[src/rtl/ctrl_decode_stage.sv]
// ctrl_decode_stage: registered, handshaked MIPS instruction decode stage.
// Decodes the incoming instruction into a control word and holds it in a
// one-entry output register. Detects load-use hazards against the held word
// and inserts a single bubble. Supports flush and downstream backpressure.
//
// Ports:
//   clk_i, rst_i              clock, synchronous active-low reset
//   in_valid_i / in_ready_o   upstream handshake (in_ready_o combinational)
//   instr_i                   32-bit instruction
//   flush_i                   kill held word, block input this cycle
//   out_valid_o / out_ready_i downstream handshake
//   RegWrite_o .. Jump_o      1-bit control flags
//   RegDst_o                  00=rt, 01=rd, 10=$31
//   ALU_op_o                  ALU-op class, zero-extended
//   rs_o, rt_o, rd_o          held register fields
//   illegal_o                 held opcode undefined
//   stall_cnt_o               saturating count of inserted bubbles
module ctrl_decode_stage #(
    parameter int unsigned ALUOP_W     = 3,
    parameter int unsigned REG_ADDR_W  = 5,
    parameter int unsigned STALL_CNT_W = 16
) (
    input  logic                   clk_i,
    input  logic                   rst_i,
    input  logic                   in_valid_i,
    output logic                   in_ready_o,
    input  logic [31:0]            instr_i,
    input  logic                   flush_i,
    output logic                   out_valid_o,
    input  logic                   out_ready_i,
    output logic                   RegWrite_o,
    output logic                   ALUSrc_o,
    output logic                   Branch_o,
    output logic                   BranchNe_o,
    output logic                   MemRead_o,
    output logic                   MemWrite_o,
    output logic                   MemtoReg_o,
    output logic                   Jump_o,
    output logic [1:0]             RegDst_o,
    output logic [ALUOP_W-1:0]     ALU_op_o,
    output logic [REG_ADDR_W-1:0]  rs_o,
    output logic [REG_ADDR_W-1:0]  rt_o,
    output logic [REG_ADDR_W-1:0]  rd_o,
    output logic                   illegal_o,
    output logic [STALL_CNT_W-1:0] stall_cnt_o
);

    localparam int unsigned OP_W = 6;

    localparam logic [OP_W-1:0] OP_RTYPE = 6'b000000;
    localparam logic [OP_W-1:0] OP_ADDI  = 6'b001000;
    localparam logic [OP_W-1:0] OP_BEQ   = 6'b000100;
    localparam logic [OP_W-1:0] OP_BNE   = 6'b000101;
    localparam logic [OP_W-1:0] OP_SLTI  = 6'b001010;
    localparam logic [OP_W-1:0] OP_ORI   = 6'b001101;
    localparam logic [OP_W-1:0] OP_LUI   = 6'b001111;
    localparam logic [OP_W-1:0] OP_LW    = 6'b100011;
    localparam logic [OP_W-1:0] OP_SW    = 6'b101011;
    localparam logic [OP_W-1:0] OP_J     = 6'b000010;
    localparam logic [OP_W-1:0] OP_JAL   = 6'b000011;

    localparam logic [STALL_CNT_W-1:0] STALL_MAX = {STALL_CNT_W{1'b1}};

    typedef struct packed {
        logic               reg_write;
        logic               alu_src;
        logic               branch;
        logic               branch_ne;
        logic               mem_read;
        logic               mem_write;
        logic               mem_to_reg;
        logic               jump;
        logic [1:0]         reg_dst;
        logic [ALUOP_W-1:0] alu_op;
        logic               illegal;
    } ctrl_t;

    typedef enum logic {
        S_EMPTY = 1'b0,
        S_FULL  = 1'b1
    } state_t;

    state_t                 state_q, state_d;
    ctrl_t                  ctrl_q, ctrl_d;
    logic [REG_ADDR_W-1:0]  rs_q, rs_d;
    logic [REG_ADDR_W-1:0]  rt_q, rt_d;
    logic [REG_ADDR_W-1:0]  rd_q, rd_d;
    logic [STALL_CNT_W-1:0] stall_cnt_q, stall_cnt_d;

    logic [OP_W-1:0]        op_c;
    logic [REG_ADDR_W-1:0]  rs_in_c;
    logic [REG_ADDR_W-1:0]  rt_in_c;
    logic [REG_ADDR_W-1:0]  rd_in_c;
    ctrl_t                  dec_c;
    logic                   uses_rs_c;
    logic                   uses_rt_c;
    logic                   hazard_c;
    logic                   accept_c;

    // Immediate/shamt/funct bits are not needed by this stage.
    logic                   unused_instr_bits;
    assign unused_instr_bits = ^instr_i[10:0];

    assign op_c    = instr_i[31:26];
    assign rs_in_c = REG_ADDR_W'(instr_i[25:21]);
    assign rt_in_c = REG_ADDR_W'(instr_i[20:16]);
    assign rd_in_c = REG_ADDR_W'(instr_i[15:11]);

    // Opcode decode of the incoming instruction; undefined opcodes only raise illegal.
    always_comb begin
        dec_c     = '0;
        uses_rs_c = 1'b0;
        uses_rt_c = 1'b0;
        case (op_c)
            OP_RTYPE: begin
                dec_c.reg_write = 1'b1;
                dec_c.reg_dst   = 2'b01;
                dec_c.alu_op    = ALUOP_W'(3'b010);
                uses_rs_c       = 1'b1;
                uses_rt_c       = 1'b1;
            end
            OP_ADDI: begin
                dec_c.reg_write = 1'b1;
                dec_c.alu_src   = 1'b1;
                dec_c.alu_op    = ALUOP_W'(3'b000);
                uses_rs_c       = 1'b1;
            end
            OP_BEQ: begin
                dec_c.branch    = 1'b1;
                dec_c.alu_op    = ALUOP_W'(3'b001);
                uses_rs_c       = 1'b1;
                uses_rt_c       = 1'b1;
            end
            OP_BNE: begin
                dec_c.branch    = 1'b1;
                dec_c.branch_ne = 1'b1;
                dec_c.alu_op    = ALUOP_W'(3'b001);
                uses_rs_c       = 1'b1;
                uses_rt_c       = 1'b1;
            end
            OP_SLTI: begin
                dec_c.reg_write = 1'b1;
                dec_c.alu_src   = 1'b1;
                dec_c.alu_op    = ALUOP_W'(3'b011);
                uses_rs_c       = 1'b1;
            end
            OP_ORI: begin
                dec_c.reg_write = 1'b1;
                dec_c.alu_src   = 1'b1;
                dec_c.alu_op    = ALUOP_W'(3'b100);
                uses_rs_c       = 1'b1;
            end
            OP_LUI: begin
                dec_c.reg_write = 1'b1;
                dec_c.alu_src   = 1'b1;
                dec_c.alu_op    = ALUOP_W'(3'b101);
            end
            OP_LW: begin
                dec_c.reg_write  = 1'b1;
                dec_c.alu_src    = 1'b1;
                dec_c.mem_read   = 1'b1;
                dec_c.mem_to_reg = 1'b1;
                uses_rs_c        = 1'b1;
            end
            OP_SW: begin
                dec_c.alu_src   = 1'b1;
                dec_c.mem_write = 1'b1;
                uses_rs_c       = 1'b1;
                uses_rt_c       = 1'b1;
            end
            OP_J: begin
                dec_c.jump = 1'b1;
            end
            OP_JAL: begin
                dec_c.jump      = 1'b1;
                dec_c.reg_write = 1'b1;
                dec_c.reg_dst   = 2'b10;
            end
            default: begin
                dec_c.illegal = 1'b1;
            end
        endcase
    end

    // Load-use: held load writes rt, and the incoming instruction reads that register.
    assign hazard_c = in_valid_i & out_valid_o & ctrl_q.mem_read & (rt_q != '0) &
                      ((uses_rs_c & (rs_in_c == rt_q)) | (uses_rt_c & (rt_in_c == rt_q)));

    assign in_ready_o = rst_i & ~flush_i & ~hazard_c & (~out_valid_o | out_ready_i);
    assign accept_c   = in_valid_i & in_ready_o;

    // Next-state: flush wins; otherwise load on accept, drain on consume, else hold.
    always_comb begin
        state_d     = state_q;
        ctrl_d      = ctrl_q;
        rs_d        = rs_q;
        rt_d        = rt_q;
        rd_d        = rd_q;
        stall_cnt_d = stall_cnt_q;

        if (flush_i) begin
            state_d = S_EMPTY;
            ctrl_d  = '0;
            rs_d    = '0;
            rt_d    = '0;
            rd_d    = '0;
        end else begin
            case (state_q)
                S_EMPTY: begin
                    if (accept_c) begin
                        state_d = S_FULL;
                        ctrl_d  = dec_c;
                        rs_d    = rs_in_c;
                        rt_d    = rt_in_c;
                        rd_d    = rd_in_c;
                    end
                end
                S_FULL: begin
                    if (accept_c) begin
                        ctrl_d = dec_c;
                        rs_d   = rs_in_c;
                        rt_d   = rt_in_c;
                        rd_d   = rd_in_c;
                    end else if (out_ready_i) begin
                        // Drain to EMPTY; under a hazard this empty cycle is the bubble.
                        state_d = S_EMPTY;
                        ctrl_d  = '0;
                        rs_d    = '0;
                        rt_d    = '0;
                        rd_d    = '0;
                        if (hazard_c && (stall_cnt_q != STALL_MAX)) begin
                            stall_cnt_d = stall_cnt_q + STALL_CNT_W'(1);
                        end
                    end
                end
                default: begin
                    state_d = S_EMPTY;
                end
            endcase
        end
    end

    // State and held-word registers.
    always_ff @(posedge clk_i) begin
        if (!rst_i) begin
            state_q     <= S_EMPTY;
            ctrl_q      <= '0;
            rs_q        <= '0;
            rt_q        <= '0;
            rd_q        <= '0;
            stall_cnt_q <= '0;
        end else begin
            state_q     <= state_d;
            ctrl_q      <= ctrl_d;
            rs_q        <= rs_d;
            rt_q        <= rt_d;
            rd_q        <= rd_d;
            stall_cnt_q <= stall_cnt_d;
        end
    end

    assign out_valid_o = (state_q == S_FULL);
    assign RegWrite_o  = ctrl_q.reg_write;
    assign ALUSrc_o    = ctrl_q.alu_src;
    assign Branch_o    = ctrl_q.branch;
    assign BranchNe_o  = ctrl_q.branch_ne;
    assign MemRead_o   = ctrl_q.mem_read;
    assign MemWrite_o  = ctrl_q.mem_write;
    assign MemtoReg_o  = ctrl_q.mem_to_reg;
    assign Jump_o      = ctrl_q.jump;
    assign RegDst_o    = ctrl_q.reg_dst;
    assign ALU_op_o    = ctrl_q.alu_op;
    assign illegal_o   = ctrl_q.illegal;
    assign rs_o        = rs_q;
    assign rt_o        = rt_q;
    assign rd_o        = rd_q;
    assign stall_cnt_o = stall_cnt_q;

endmodule

[config.mk]
export PLATFORM = sky130hd
export DESIGN_NAME = ctrl_decode_stage
export DESIGN_NICKNAME = d
export VERILOG_FILES = /design/src/rtl/ctrl_decode_stage.sv
export SDC_FILE = /design/constraint.sdc
export NUM_CORES = 1
export LEC_CHECK = 0
export ABC_AREA = 1
export BUFFER_PORTS_ARGS = -buffer_cell sky130_fd_sc_hd__buf_2
export CELL_PAD_IN_SITES_DETAIL_PLACEMENT = 0
export CELL_PAD_IN_SITES_GLOBAL_PLACEMENT = 2
export CORE_MARGIN = 2
export CORE_UTILIZATION = 28
export DETAILED_ROUTE_END_ITERATION = 16
export PLACE_DENSITY_LB_ADDON = 0.1
export SLEW_MARGIN = 30
export SYNTH_ARGS = -nofsm -noshare
export SYNTH_HDL_FRONTEND = slang
export SYNTH_SLANG_ARGS = --single-unit
[constraint.sdc]
create_clock -name clk_i -period 3.9 [get_ports clk_i]
set_input_delay 0.975 -clock clk_i [delete_from_list [all_inputs] [get_ports clk_i]]
set_output_delay 0.975 -clock clk_i [all_outputs]
set_load 0.05 [all_outputs]
==> flow_summary.yaml, run 1 <==
route:
  drtAntennaViolNets: 0
  finalWirelength_um: 6300
  post-route-drc-count: 0
  first_pass_iters: 4
  vias: 2243
  avgRoutedWirePerCell_um: 12.3
  drt_iter0_markers: 77
  routed_via_density: 4.39
floorplanning:
  floorplan.initialDensity: 0.285
  die_h_um: 94.9
  coreArea_sq_mm: 0.00813
  dieArea_sq_mm: 0.00901
  dieWidth_um: 94.9
  core.rowCount: 33
  num_io_pins: 84
pwr:
  p_sw_frac: 0.275
  peakVddDrop_v: 0.000106
  p_sw_uw: 233
  power_frac_clock: 0.348
  combinationalPowerShare: 0.105
  pwr-share-seq: 0.548
  intPower_uw: 614
  powerDensity_mw_per_mm2: 299
  p_leak_nw: 1.19
  p_total_uw: 847
cells_and_area:
  seqCellArea_sq_um: 901
  drive_gt1_frac: 0.246
  multi_input_area_sq_mm: 0.00120
  synthToLayoutAreaGrowth_pct: 22.2
  layout.nets: 443
  n_antenna_cell: 0
  n_fill_cell: 903
run:
  cap_violations: 0
timing:
  finalSetupViolCount: 0
  period_minus_slack_ps: 3340
  rsz0062_at_grt: "false"
  max_freq_ghz: 0.299
  hold_ws_ps: 460
  hold_violations: 0
  worst_pin_slew_ps: 445
  finalCritPeriodShare: 0.857
  fin_tns_setup_ps: 0
  maxSlewHeadroom: 0.701
  worst_clock_skew_ps: 5.76
  slew_violations: 0
critical_path:
  critical_path_class: "in -> out"
  cp_data_required_time_ps: 2920
  slowest_delay_ps: 300
  crit_path_start_kind: "input pin"
  critPathMostFrequentCell: "buf_2"
  critPathBufInv: 3
  cp-end-kind: "primary output"
  path_cells: "buf_2, inv_1, or2_2, nor2_1, a21boi_0, buf_2"
  cp_max_fo: 13
  arrival_ps: 2370
  worst_path_max_delay_cell: "or2_2"
  cp_top_family: "buffers and inverters"
synthesis:
  postSynthAreaPerCell_sq_um: 6.91
  synth.most_common_cell: "nand2_1"
  synthesis.area_sq_mm: 0.00231
  synth_top_area_cell: "dfxtp_1"
  ys_warn_count: 0
  synth_cell_types: 34
  synth_top_cells_by_count: "nand2_1 (99), dfxtp_1 (45), a21oi_1 (43)"
  ys_async_sr_fraction: 0
  synth_flop_cell: "dfxtp_1"
  syn_inst: 335
  syn_nets: 373
  ys_ff_latch: 45
  synth_top_cells_by_area: "dfxtp_1 (39%), nand2_1 (16%), a21oi_1 (9.3%)"
  synth.yosys.seq_area_share: 0.389
  synth_edf_count: 0
  yosysTopAreaCellShare: 0.389
cts:
  clk_path_buf_depth: 2
  cts_num_sinks: 45
  htree_levels: 2
  cts_hold_buf: 0
  postCtsSetupBuffers: 0
  clk_pin_slew_ps: 90
  clock_latency_ps: 300
  cts_root_buf: "clkbuf_8"
  ctsResizeCount: 0
  numCtsBuffers: 5
  cts_tree: "done"
hold_path:
  holdCritPathClass: "reg -> reg"
grt:
  antenna_found_initial: 0
  grt_usage: 0.147
  grt.overflow.total: 0
  grt_max_degree: 30
  grt_pass1_vias: 2085
  grt_pass1_wl_um: 10200
placed_design:
  gp_congestion: 0.818
  dp_hpwl_um: 4660
  port_buffers: 72
status:
  status: "finished, final reports clean"
==> per-stage QoR <==
| stage | instances | cell area, sq um | worst slack, ps | util |
|---|---|---|---|---|
| detailed placement | 503 | 2740 | 497 | 0.337 |
| floorplan | 335 | 2310 | 238 | - |
| global placement | 503 | 2740 | 544 | 0.337 |
| finish | 511 | 2830 | 556 | 0.348 |
| global route | 511 | 2830 | 384 | 0.348 |
| CTS | 511 | 2830 | 491 | 0.348 |
==> layout make-up <==
class | count | share of cell area
Tap cell | 105 | 0.0464
Clock inverter | 3 | 0.00619
Inverter | 38 | 0.0509
Clock buffer | 5 | 0.0243
Timing Repair Buffer | 73 | 0.130
Multi-Input combinational cell | 242 | 0.424
Sequential cell | 45 | 0.318
==> worst reg2reg max path: stages, from the launching register on <==
cell,delay [ps]
dfxtp_1,440
inv_1,60
nand2_1,60
nand2_1,50
nor2_1,100
nand2_1,50
nor2_1,140
nand2_1,80
nand2_2,90
nand2_4,70
nand3_4,90
clkinv_2,350
o21ai_0,200
a21oi_1,100
==> worst paths after layout <==
kind                            slack (ps)               endpoint  depth (start not counted)            startpoint
worst min-delay path                   460   rs_o[0]$_SDFFE_PN0P_                          2  rs_o[0]$_SDFFE_PN0P_
worst max-delay path                   560             in_ready_o                          6                 rst_i
worst max register to register        1900  ALUSrc_o$_SDFFE_PN0P_                         13  rt_o[4]$_SDFFE_PN0P_
worst min register to register         460   rs_o[0]$_SDFFE_PN0P_                          2  rs_o[0]$_SDFFE_PN0P_
==> cell families (layout without fill, tap and decap cells) <==
group	count (synthesis)	after routing	synth area share
buffers and inverters	48	119	0.0930
AO/OA/AOI/OAI	60	60	0.134
flip-flops	45	45	0.389
XOR/XNOR	11	11	0.0416
AND/OR/NAND/NOR	170	170	0.337
adder cells (fa/ha/maj)	1	1	0.00540
==> placed cells by master (no fill, tap or decap), types with 3 or more instances in the layout <==
| cell | instances |
|---|---|
| clkbuf_8 | 5 |
| buf_2 | 72 |
| inv_1 | 35 |
| xnor2_1 | 8 |
| xor2_1 | 3 |
| nor3_1 | 6 |
| nor2_1 | 24 |
| a21oi_1 | 43 |
| nor4_1 | 3 |
| nand2_2 | 3 |
| clkinv_2 | 3 |
| nand3_1 | 19 |
| dfxtp_1 | 45 |
| nand2_1 | 99 |
| o21ai_0 | 12 |
==> state kept, by name, indices dropped and copies added, names as in the netlist, 2 cells and up <==
| name | count |
|---|---|
| stall_cnt_o | 16 |
| rs_o | 5 |
| rd_o | 5 |
| RegDst_o | 2 |
| rt_o | 5 |
| ALU_op_o | 3 |
==> power groups by stage <==
| stage | Sequential [mW] | Combinational (mW) | Clock (mW) |
|---|---|---|---|
| finish | 0.464 | 0.0887 | 0.294 |
| global route | 0.464 | 0.0998 | 0.329 |
| CTS | 0.464 | 0.0907 | 0.315 |
| detailed placement | 0.475 | 0.0902 | 0 |
| global placement | 0.475 | 0.0916 | 0 |
| floorplan | 0.484 | 0.0484 | 0 |
==> routing by layer <==
metal | GRT usage | wire length, um
met1 | 0.197 | 3050
met2 | 0.232 | 2890
met3 | 0.0383 | 292
met4 | 0.0399 | 67
met5 | 0 | 0
Power figures use the tool's default switching activity.
==> run 2: changes to the inputs <==
RECOVER_POWER = 100   (was not set)
==> flow_summary.yaml, run 2 (synthesis results as in run 1) <==
critical_path:
  cp-end-kind: "primary output"
  critPathBufInv: 3
  cp_data_required_time_ps: 2920
  critPathMostFrequentCell: "buf_2"
  rr_worst_depth: 13
  path_cells: "buf_2, inv_1, or2_2, nor2_1, a21boi_0, buf_2"
  critical_path_class: "in -> out"
  worst_path_max_delay_cell: "buf_2"
  crit_path_start_kind: "input pin"
  reg2reg_from: "rt_o[4]$_SDFFE_PN0P_"
  arrival_ps: 2380
  timing.rr.end: "ALUSrc_o$_SDFFE_PN0P_"
  cp_top_family: "buffers and inverters"
  cp_max_fo: 13
  slowest_delay_ps: 310
  r2r_slack_ps: 1230
timing:
  hold_ws_ps: 463
  finalSetupViolCount: 0
  hold_violations: 0
  maxSlewHeadroom: 0.296
  rsz0062_at_grt: "false"
  worst_pin_slew_ps: 1050
  finalCritPeriodShare: 0.860
  worst_clock_skew_ps: 6.22
  slew_violations: 0
  max_freq_ghz: 0.298
  fin_tns_setup_ps: 0
  period_minus_slack_ps: 3360
cts:
  ctsResizeCount: 0
  clock_latency_ps: 300
  numCtsBuffers: 5
  clk_path_buf_depth: 2
  cts_hold_buf: 0
  cts_num_sinks: 45
  cts_root_buf: "clkbuf_8"
  postCtsSetupBuffers: 0
  clk_pin_slew_ps: 90
  htree_levels: 2
  cts_tree: "done"
hold_path:
  holdCritPathClass: "reg -> reg"
  worstHoldPathCells: 2
  holdCritStartpoint: "rs_o[0]$_SDFFE_PN0P_"
  hold_path_end: "rs_o[0]$_SDFFE_PN0P_"
floorplanning:
  num_io_pins: 84
  coreArea_sq_mm: 0.00813
  core.rowCount: 33
  dieArea_sq_mm: 0.00901
  die_h_um: 94.9
  floorplan.initialDensity: 0.285
  dieWidth_um: 94.9
grt:
  grt_pass1_vias: 2085
  grt_usage: 0.147
  grt_pass1_wl_um: 10200
  grt_max_degree: 30
  antenna_found_initial: 0
  grt.overflow.total: 0
route:
  routed_via_density: 4.39
  vias: 2244
  first_pass_iters: 4
  avgRoutedWirePerCell_um: 12.4
  finalWirelength_um: 6310
  post-route-drc-count: 0
  drt_iter0_markers: 73
  drtAntennaViolNets: 0
cells_and_area:
  largest_register_ffs: 16
  n_antenna_cell: 0
  n_fill_cell: 926
  stdcell_area_sq_mm: 0.00275
  fin_util: 0.338
  synthToLayoutAreaGrowth_pct: 18.8
  layout.nets: 443
  layout_common_cells: "nand2_1 (101), clkbuf_1 (47), dfxtp_1 (45)"
  drive_gt1_frac: 0.121
  final_common_cell: "nand2_1"
placed_design:
  placed_area_sq_mm: 0.00274
  dp_hpwl_um: 4660
  port_buffers: 72
  gp_congestion: 0.818
pwr:
  p_total_uw: 846
  powerDensity_mw_per_mm2: 308
  peakVddDrop_v: 0.000107
  p_leak_nw: 0.963
run:
  cap_violations: 0
status:
  status: "finished, final reports clean"
run 2: cell count changes in the layout (fill, tap and decap cells not counted):
cell,before,now
nor2_1,24,26
clkinv_2,3,2
o21ai_0,12,13
nand2_1,99,101
clkinvlp_2,0,1
o21ai_1,2,1
nor2_4,2,1
nor2_2,1,0
buf_2,72,25
nand2_2,3,2
nand2_4,2,1
clkbuf_1,0,47
run 2: worst max-delay path by stage:
stage	startpoint	to	slack, ps	cells past startpoint
floorplan	rst_i	in_ready_o	240	4
global placement	rst_i	in_ready_o	540	6
detailed placement	rst_i	in_ready_o	500	6
CTS	rst_i	in_ready_o	490	6
global route	instr_i[30]	ALUSrc_o$_SDFFE_PN0P_	200	13
finish	rst_i	in_ready_o	540	6
run 2: layer usage:
metal / global-route usage / vias to the layer above / wire [um]
met3: 0.0383 / 5 / 305
li1: - / 1210 / -
met2: 0.232 / 50 / 2880
met5: 0 / - / 0
met4: 0.0399 / 0 / 68
met1: 0.197 / 979 / 3060
run 2: layout make-up:
| cell class | count | area, sq um | area share |
|---|---|---|---|
| timing repair buffer | 73 | 309 | 0.112 |
| clock buffer | 5 | 68.8 | 0.0250 |
| multi-input combinational | 242 | 1180 | 0.429 |
| clock inverter | 3 | 17.5 | 0.00637 |
| inverter | 38 | 144 | 0.0523 |
| tap | 105 | 131 | 0.0478 |
| sequential | 45 | 901 | 0.328 |
run 2: report_power, final:
group | switching [mW] | leakage [nW] | total [mW] | internal [mW]
logic | 0.0602 | 0.556 | 0.0873 | 0.0271
registers | 0.00205 | 0.363 | 0.464 | 0.462
clock network | 0.171 | 0.0439 | 0.295 | 0.124
run 2: worst reg2reg max path, stage by stage (launching register included):
cell	delay [ps]
dfxtp_1	450
inv_1	60
nand2_1	60
nand2_1	50
nor2_1	100
nand2_1	50
nor2_1	140
nand2_1	70
nand2_1	80
nand2_1	100
nand3_4	100
clkinvlp_2	830
o21ai_0	330
a21oi_1	120
run 2: per-stage QoR:
step	setup WS, ps	instances
floorplan	238	335
global placement	544	503
detailed placement	497	503
CTS	491	511
global route	202	511
finish	544	511
==> run 3: changes to the inputs <==
CORE_UTILIZATION = 26   (was 28)
clock period = 3.3 ns   (was 3.9 ns; I/O delays follow)
==> flow_summary.yaml, run 3 (synthesis results as in run 1) <==
floorplanning:
  dieWidth_um: 98.4
  coreArea_sq_mm: 0.00868
  num_io_pins: 84
  core.rowCount: 34
  die_h_um: 98.4
  dieArea_sq_mm: 0.00967
  floorplan.initialDensity: 0.267
grt:
  grt_pass1_wl_um: 10600
  grt.overflow.total: 0
  grt_max_degree: 30
  grt_usage: 0.135
  antenna_found_initial: 0
  grt_pass1_vias: 2208
route:
  routed_via_density: 4.45
  post-route-drc-count: 0
  drtAntennaViolNets: 0
  avgRoutedWirePerCell_um: 12.4
  finalWirelength_um: 6410
  first_pass_iters: 4
  drt_iter0_markers: 45
  vias: 2293
timing:
  hold_violations: 0
  rsz0062_at_grt: "false"
  finalCritPeriodShare: 0.892
  maxSlewHeadroom: 0.437
  period_minus_slack_ps: 2940
  max_freq_ghz: 0.340
  worst_clock_skew_ps: 6.42
  worst_pin_slew_ps: 844
  finalSetupViolCount: 0
  fin_tns_setup_ps: 0
  slew_violations: 0
cts:
  cts_hold_buf: 0
  ctsResizeCount: 0
  cts_num_sinks: 45
  htree_levels: 2
  numCtsBuffers: 5
  cts_tree: "done"
  clock_latency_ps: 290
  cts_root_buf: "clkbuf_8"
  postCtsSetupBuffers: 0
  clk_pin_slew_ps: 90
  clk_path_buf_depth: 2
pwr:
  powerDensity_mw_per_mm2: 360
  peakVddDrop_v: 0.000157
  p_total_uw: 994
  p_leak_nw: 0.977
cells_and_area:
  layout.nets: 444
  synthToLayoutAreaGrowth_pct: 19.2
  drive_gt1_frac: 0.115
  final_common_cell: "nand2_1"
  layout_common_cells: "nand2_1 (101), clkbuf_1 (48), dfxtp_1 (45)"
  largest_register_ffs: 16
  n_antenna_cell: 0
status:
  status: "finished, final reports clean"
placed_design:
  port_buffers: 72
  gp_congestion: 0.805
  dp_hpwl_um: 4700
critical_path:
  arrival_ps: 2120
  crit_path_start_kind: "input pin"
  critical_path_class: "in -> out"
  cp_data_required_time_ps: 2470
  cp_max_fo: 6
  cp-end-kind: "primary output"
run:
  cap_violations: 0
hold_path:
  holdCritPathClass: "reg -> reg"
==> run 3: area by class of cell <==
class / count / area [sq um]
clock inverter: 2 / 10.0
multi-input combinational: 242 / 1180
sequential: 45 / 901
inverter: 38 / 143
timing repair buffer: 74 / 317
fill: 1015 / 5920
clock buffer: 6 / 72.6
tap: 108 / 135
==> run 3: path summary, 6_finish.rpt <==
kind,from,end,slack (ps),cells past startpoint
worst max-delay path,instr_i[30],in_ready_o,360,10
worst min-delay path,rs_o[1]$_SDFFE_PN0P_,rs_o[1]$_SDFFE_PN0P_,460,2
worst max register to register,rt_o[1]$_SDFFE_PN0P_,ALUSrc_o$_SDFFE_PN0P_,990,11
worst min register to register,rs_o[1]$_SDFFE_PN0P_,rs_o[1]$_SDFFE_PN0P_,460,2
==> run 3: worst max-delay path, cell delays in order <==
cell,delay [ps]
clkbuf_1,140
nor2_4,190
nand2_2,50
nor2_1,260
nor2_1,120
nand2_1,90
nand2_1,50
nand2_1,80
a21boi_1,70
clkbuf_2,240
==> run 3: power by group <==
group          total [mW]  switching (mW)  internal, mW
logic               0.105          0.0723        0.0328
registers           0.548         0.00242         0.546
clock network       0.341           0.194         0.147
==> run 3: metrics by stage <==
stage	std cells	instance area [sq um]	worst slack [ps]	utilization	hold WS, ps
2_1_floorplan	335	2310	299	-	680
3_3_place_gp	507	2750	434	0.317	444
3_5_place_dp	507	2750	454	0.317	451
4_1_cts	515	2840	447	0.327	466
5_1_grt	515	2760	210	0.318	484
6_report	515	2760	355	0.318	463
==> run 3: per-layer routing <==
layer | up-vias | track usage | part of all wire
li1 | 1206 | - | -
met5 | - | 0 | 0
met2 | 38 | 0.237 | 0.49
met3 | 2 | 0.0286 | 0.033
met4 | 0 | 0.0316 | 0.0056
met1 | 1047 | 0.168 | 0.47
